===== config.mk =====
export PLATFORM = sky130hd
export DESIGN_NAME = ram_port_arbiter
export DESIGN_NICKNAME = d
export VERILOG_FILES = /design/src/rtl/ram_port_arbiter.sv
export SDC_FILE = /design/constraint.sdc
export NUM_CORES = 1
export LEC_CHECK = 0
export ABC_AREA = 1
export CAP_MARGIN = 20
export CELL_PAD_IN_SITES_DETAIL_PLACEMENT = 1
export CELL_PAD_IN_SITES_GLOBAL_PLACEMENT = 1
export CORE_MARGIN = 5
export CORE_UTILIZATION = 14
export CTS_CLUSTER_DIAMETER = 50
export DETAILED_ROUTE_END_ITERATION = 12
export HOLD_SLACK_MARGIN = 0.05
export PLACE_DENSITY_LB_ADDON = 0.08
export SYNTH_ARGS = -nofsm -noshare
export SYNTH_HDL_FRONTEND = slang
export SYNTH_SLANG_ARGS = --single-unit

===== constraint.sdc =====
create_clock -name clk_i -period 2.05 [get_ports clk_i]
set_input_delay 0.41 -clock clk_i [delete_from_list [all_inputs] [get_ports clk_i]]
set_output_delay 0.41 -clock clk_i [all_outputs]
set_load 0.03 [all_outputs]

===== src/rtl/ram_port_arbiter.sv =====
// Two-master OBI-style arbiter in front of a single RAM data port.
// Round-robin or fixed priority with starvation relief, plus a debugger lock.
module ram_port_arbiter #(
  parameter int unsigned ADDR_WIDTH   = 32,
  parameter int unsigned DATA_WIDTH   = 32,
  parameter int unsigned PRIO_MODE    = 0,
  parameter int unsigned STARVE_LIMIT = 8,
  parameter int unsigned CNT_WIDTH    = 16
) (
  input  logic                    clk_i,
  input  logic                    rst_i,
  input  logic                    m0_req_i,
  output logic                    m0_gnt_o,
  input  logic [ADDR_WIDTH-1:0]   m0_addr_i,
  input  logic                    m0_we_i,
  input  logic [DATA_WIDTH/8-1:0] m0_be_i,
  input  logic [DATA_WIDTH-1:0]   m0_wdata_i,
  output logic                    m0_rvalid_o,
  output logic [DATA_WIDTH-1:0]   m0_rdata_o,
  input  logic                    m1_req_i,
  output logic                    m1_gnt_o,
  input  logic [ADDR_WIDTH-1:0]   m1_addr_i,
  input  logic                    m1_we_i,
  input  logic [DATA_WIDTH/8-1:0] m1_be_i,
  input  logic [DATA_WIDTH-1:0]   m1_wdata_i,
  output logic                    m1_rvalid_o,
  output logic [DATA_WIDTH-1:0]   m1_rdata_o,
  input  logic                    m1_lock_i,
  output logic                    ram_req_o,
  output logic [ADDR_WIDTH-1:0]   ram_addr_o,
  output logic                    ram_we_o,
  output logic [DATA_WIDTH/8-1:0] ram_be_o,
  output logic [DATA_WIDTH-1:0]   ram_wdata_o,
  input  logic [DATA_WIDTH-1:0]   ram_rdata_i,
  output logic                    lock_active_o,
  output logic [CNT_WIDTH-1:0]    conflict_cnt_o
);

  localparam int unsigned StarveWidth = $clog2(STARVE_LIMIT + 1);

  logic                   last_q;   // 0: m0 granted last, 1: m1 granted last
  logic                   owner_q;
  logic                   rvalid0_q;
  logic                   rvalid1_q;
  logic                   lock_q;
  logic [StarveWidth-1:0] starve_q;
  logic [CNT_WIDTH-1:0]   conflict_q;
  logic                   tie;
  logic                   m1_wins_tie;

  assign tie = m0_req_i & m1_req_i;

  always_comb begin
    m0_gnt_o = 1'b0;
    m1_gnt_o = 1'b0;
    if (PRIO_MODE == 0) begin
      m1_wins_tie = ~last_q;
    end else begin
      m1_wins_tie = (starve_q == StarveWidth'(STARVE_LIMIT));
    end
    if (!rst_i) begin
      if (lock_q) begin
        m1_gnt_o = m1_req_i;
      end else if (tie) begin
        m1_gnt_o = m1_wins_tie;
        m0_gnt_o = ~m1_wins_tie;
      end else begin
        m0_gnt_o = m0_req_i;
        m1_gnt_o = m1_req_i;
      end
    end
  end

  always_comb begin
    ram_addr_o  = '0;
    ram_we_o    = 1'b0;
    ram_be_o    = '0;
    ram_wdata_o = '0;
    if (m1_gnt_o) begin
      ram_addr_o  = m1_addr_i;
      ram_we_o    = m1_we_i;
      ram_be_o    = m1_be_i;
      ram_wdata_o = m1_wdata_i;
    end else if (m0_gnt_o) begin
      ram_addr_o  = m0_addr_i;
      ram_we_o    = m0_we_i;
      ram_be_o    = m0_be_i;
      ram_wdata_o = m0_wdata_i;
    end
  end

  assign ram_req_o = m0_gnt_o | m1_gnt_o;

  always_ff @(posedge clk_i) begin
    if (rst_i) begin
      last_q     <= 1'b1;
      owner_q    <= 1'b0;
      rvalid0_q  <= 1'b0;
      rvalid1_q  <= 1'b0;
      lock_q     <= 1'b0;
      starve_q   <= '0;
      conflict_q <= '0;
    end else begin
      rvalid0_q <= m0_gnt_o;
      rvalid1_q <= m1_gnt_o;
      if (m0_gnt_o || m1_gnt_o) begin
        owner_q <= m1_gnt_o;
        last_q  <= m1_gnt_o;
      end
      if (m1_gnt_o && m1_lock_i) begin
        lock_q <= 1'b1;
      end else if (!m1_lock_i) begin
        lock_q <= 1'b0;
      end
      if (PRIO_MODE != 0 && m1_req_i && !m1_gnt_o) begin
        if (starve_q != StarveWidth'(STARVE_LIMIT)) begin
          starve_q <= starve_q + 1'b1;
        end
      end else begin
        starve_q <= '0;
      end
      if (tie && conflict_q != '1) begin
        conflict_q <= conflict_q + 1'b1;
      end
    end
  end

  // Responses are suppressed while reset is held so a pending one is dropped.
  assign m0_rvalid_o    = rvalid0_q & ~owner_q & ~rst_i;
  assign m1_rvalid_o    = rvalid1_q & owner_q & ~rst_i;
  assign m0_rdata_o     = ram_rdata_i;
  assign m1_rdata_o     = ram_rdata_i;
  assign lock_active_o  = lock_q;
  assign conflict_cnt_o = conflict_q;

endmodule

[Word level (Yosys, flattened, before mapping)]
Index checks and enable logic that the tools add are counted.
Storage, ports and cells
  register bits after elaboration: 21
  input bits: 175
  word-level logic and storage cells: 37
Cells by class
  add/subtract/negate cells: 1
  equality and inequality tests: 2
  multiplexer cells: 16
  bitwise gates (word level): 9
  reduce and logical (&&, ||, !) cells: 3
Operator list (number)
  2-to-1 mux 32 bit: 4
  adder 16 x 1 -> 16 bit (second input constant): 1
  != test 16 bit (second input constant): 1
  2-to-1 mux 1 bit: 10
  2-to-1 mux 4 bit: 2
  AND 1 bit: 5
  inverter 1 bit: 3
  logical AND 1 bit: 2
  != test 2 x 1 -> 1 bit (second input constant): 1
  logical OR 1 bit: 1
  bitwise OR 1 bit: 1

[Longest topological paths before layout]
  depth after elaboration: 6
  gate-level depth with buffers: 10
  mapped depth without buffers: 10

[Least setup slack after synthesis]
OpenSTA, ideal clock, no wires.
  kind: flip-flop to output port
  start: register lock_q, in the netlist lock_active_o
  end: output ram_addr_o[0]
  data arrival time: 1.552 ns
  data required time: 1.640 ns
  slack: 0.088 ns
  stages on the path, launching flop included: 7
  buffers on the path: 1
  path through: dfxtp_1 -> nor2_1 -> nand2_1 -> nand3_1 -> inv_2 -> clkbuf_1 -> a22o_1
On the way
  word-level cells in the longest chain between the ends: 4
RTL lines
  start: declaration: RTL line 45  | logic lock_q;
  start signal: assignment: RTL line 100  | lock_q <= 1'b0;
  start signal: assignment: RTL line 111  | lock_q <= 1'b1;
  start signal: assignment: RTL line 113  | lock_q <= 1'b0;
  2-to-1 mux 1 bit: RTL line 62  | if (lock_q) begin
  2-to-1 mux 1 bit: RTL line 61  | if (!rst_i) begin
  2-to-1 mux 32 bit: RTL line 84  | end else if (m0_gnt_o) begin
  2-to-1 mux 32 bit (*): RTL line 79  | if (m1_gnt_o) begin
  end: declaration: RTL line 30  | output logic [ADDR_WIDTH-1:0] ram_addr_o,
Mark *: on every way between the ends. The rest lies on a longest branch, timed or not.

[Worst setup path in the final report]
  start: register lock_q, in the netlist lock_active_o
  end: output ram_wdata_o[30]
On the way
  word-level cells in the longest chain between the ends: 4
RTL lines
  2-to-1 mux 1 bit: RTL line 62
  2-to-1 mux 1 bit: RTL line 61
  2-to-1 mux 32 bit: RTL line 84
  2-to-1 mux 32 bit (*): RTL line 79
  end: declaration: RTL line 33  | output logic [DATA_WIDTH-1:0] ram_wdata_o,
Marks and branches as above.

==> impl_metrics.env <==
export IMPL_grt_met3_usage_pct=7.89
export IMPL_avgRoutedWirePerCell_um=23.4
export IMPL_arrival_ns=1.61
export IMPL_vias=3098
export IMPL_cts_sinks=21
export IMPL_p_sw_share_pct=34.5
export IMPL_cts_max_level=1
export IMPL_worst_slew_pin_slew_ns=0.346
export IMPL_path_clk_slew_ns=0.07
export IMPL_syn_inst=328
export IMPL_synth_edf_count=0
export IMPL_synth_area_top_cells="a22o_1 (26%), buf_4 (21%), dfxtp_1 (18%), nand2_1 (11%), nor2_1 (4.6%)"
export IMPL_grt_max_degree=26
export IMPL_grt_use_met1_pct=18.4
export IMPL_grt_pass1_wl_um=23000
export IMPL_synth_top_area_share_pct=26.1
export IMPL_period_needed_ns=2.02
export IMPL_drive_above_1_share_pct=28.6
export IMPL_hold_class="flip-flop to flip-flop"
export IMPL_fin_skew_ns=0.00292
export IMPL_gp_congestion=0.777
export IMPL_core_area_um2=15900
export IMPL_cts_buffer_depth=2
export IMPL_setup_ws_ns=0.0253
export IMPL_synth_common_cells="nand2_1 (69), a22o_1 (68), buf_4 (65)"
export IMPL_grt_pass1_vias=3453
export IMPL_ir_drop_uv=240
export IMPL_ys_seq_elements=21
export IMPL_seqPwrFrac_pct=20.0
export IMPL_die_w_um=138
export IMPL_cellPowerDensity_nw_per_um2=389
export IMPL_post_route_period_util_pct=98.8
export IMPL_worstSetupEndpointType="primary output"
export IMPL_rsz0062_at_grt="true"
export IMPL_busiest_layer="met2"
export IMPL_placed_cell_area_um2=4750
export IMPL_crit_type="flip-flop to primary output"
export IMPL_drc=0
export IMPL_dr_first_iter_drc_count=98
export IMPL_crit_fanout=10
export IMPL_synthToLayoutAreaGrowth_pct=137
export IMPL_ios=330
export IMPL_p_leak_nw=2.22
export IMPL_status="complete, no violations"
export IMPL_setup_viol=0
export IMPL_drt_vias_per_instance=4.21
export IMPL_finalHoldViolations=0
export IMPL_dieArea_um2=19000
export IMPL_synth_largest_area_cell="a22o_1"
export IMPL_grt_overflow_total=0
export IMPL_synth_flop_cell="dfxtp_1"
export IMPL_fp_row_count=46
export IMPL_power_mw=2.11
export IMPL_yosysWarnings=0
export IMPL_ys_types=26
export IMPL_synth_area_um2=2280
export IMPL_internal_power_mw=1.38
export IMPL_die_h_um=138
export IMPL_p_comb_share_pct=59.1
export IMPL_fillers=1836
export IMPL_pre_cts_slack_ns=-0.445
export IMPL_holdWs_ns=0.486
export IMPL_met2_usage_pct=30.0
export IMPL_io_buffer_count=233
export IMPL_drtAntennaViolNets=0
export IMPL_cts_tree="done"
export IMPL_required_ns=1.64
export IMPL_start_util_pct=14.3
export IMPL_grt_antenna_before_repair=7
export IMPL_synthArstFlopShare_pct=0
export IMPL_synth_seq_area_share_pct=18.4
export IMPL_dpl_hpwl_um=14200
export IMPL_numCtsBuffers=3
export IMPL_drt_total_wl_um=17200
export IMPL_clk_latency_ns=0.26
export IMPL_synth_fp_nets=504
export IMPL_power_switching_uw=727
export IMPL_cp_start_kind="flip-flop"
export IMPL_root_buffer="clkbuf_16"
export IMPL_drv_cap=0
export IMPL_final_cell_area_um2=5420
export IMPL_holdBufCountCts=0
export IMPL_max_clock_freq_mhz=494
export IMPL_finalMaxSlewViolations=0
export IMPL_grt_total_usage_pct=16.9
export IMPL_avgSynthCellArea_um2=6.97
export IMPL_nets=695
export IMPL_synth_most_common_cell="nand2_1"
export IMPL_slew_headroom_pct=76.8
export IMPL_dr_pass1_iters=4
export IMPL_pwr_share_clk_pct=20.9
kinds of logic (layout without fill, tap and decap cells):
kind of cell               Yosys count  in the layout  synth area share (%)
and+or+nand+nor                    114            114                  20.5
buffers and inverters               99            289                  27.5
AOI/OAI and AO/OA                   87             87                  30.7
DFF                                 21             21                  18.4
xor gates and xnor gates             6              6                  2.30
adders and majority gates            1              1                 0.548
other                                0              1                     0
critical path, cell delays in order, from the launching register on:
cell and delay (ns):
dfxtp_4 0.35, nor2_4 0.10, buf_4 0.13, nand3_4 0.10, inv_8 0.13, buf_6 0.17, a22o_1 0.21, buf_12 0.14
timing repair:
item	4_1_cts	5_1_grt
setup buffers	9	1
gates cloned	4	4
endpoints found under the setup margin	72	68
resized for setup	48	28
pin swaps	9	4
endpoints found under the hold margin	0	0
cell type report:
type	instances	area, µm²	share of cell area, %
multi-input combinational	208	1450	26.7
clock buffer	3	75.1	1.38
tap	216	270	4.98
clock inverter	1	5.00	0.0923
sequential	21	424	7.82
inverter	18	85.1	1.57
timing repair buffer	267	3110	57.4
antenna	1	2.50	0.0461
through the flow:
step | setup TNS, ns | util, % | cells
6_report | 0 | 34.0 | 735
5_1_grt | -0.771 | 34.0 | 735
4_1_cts | -0.0290 | 32.8 | 731
3_5_place_dp | -26.33 | 29.8 | 714
3_3_place_gp | -24.43 | 29.8 | 714
2_1_floorplan | 0 | - | 328
routing by layer:
metal / up-vias / wire length, µm
met5: - / 69
met4: 12 / 432
met3: 33 / 1610
met2: 166 / 8930
met1: 1437 / 6190
li1: 1450 / -
worst paths after layout:
kind,slack (ns),end,startpoint,cells past startpoint
max,0.03,ram_wdata_o[30],lock_active_o,7
min reg2reg,0.49,owner_q,owner_q,2
min,0.49,owner_q,owner_q,2
max reg2reg,0.37,conflict_cnt_o[1],conflict_cnt_o[1],9
power groups by stage:
stage                     Combinational, mW  Sequential, mW  Clock [mW]
after detailed placement               1.10           0.433           0
final                                  1.25           0.423       0.441
after global placement                 1.10           0.433           0
after floorplan                       0.617           0.440           0
after CTS                              1.21           0.423       0.459
after global routing                   1.30           0.424       0.465
sequential cells by signal, summed over array words and instances (netlist names):
register,flops
conflict_cnt_o,16
last_q,1
lock_active_o,1
owner_q,1
rvalid0_q,1
rvalid1_q,1
layout by cell type, fill, tap and decap left out, types with 3 or more instances in the layout:
cell type        instances
a21oi_1                 11
a22o_1                  48
a22o_4                  20
buf_12                  39
buf_16                   3
buf_4                   35
buf_6                   26
clkbuf_16                7
clkdlybuf4s50_1        156
dfxtp_1                 20
inv_1                   14
nand2_1                 68
nand3_1                  6
nand4_1                  3
nor2_1                  27
nor2_4                   3
o21ai_0                  5
xor2_1                   4
Power figures use the tool's default switching activity.
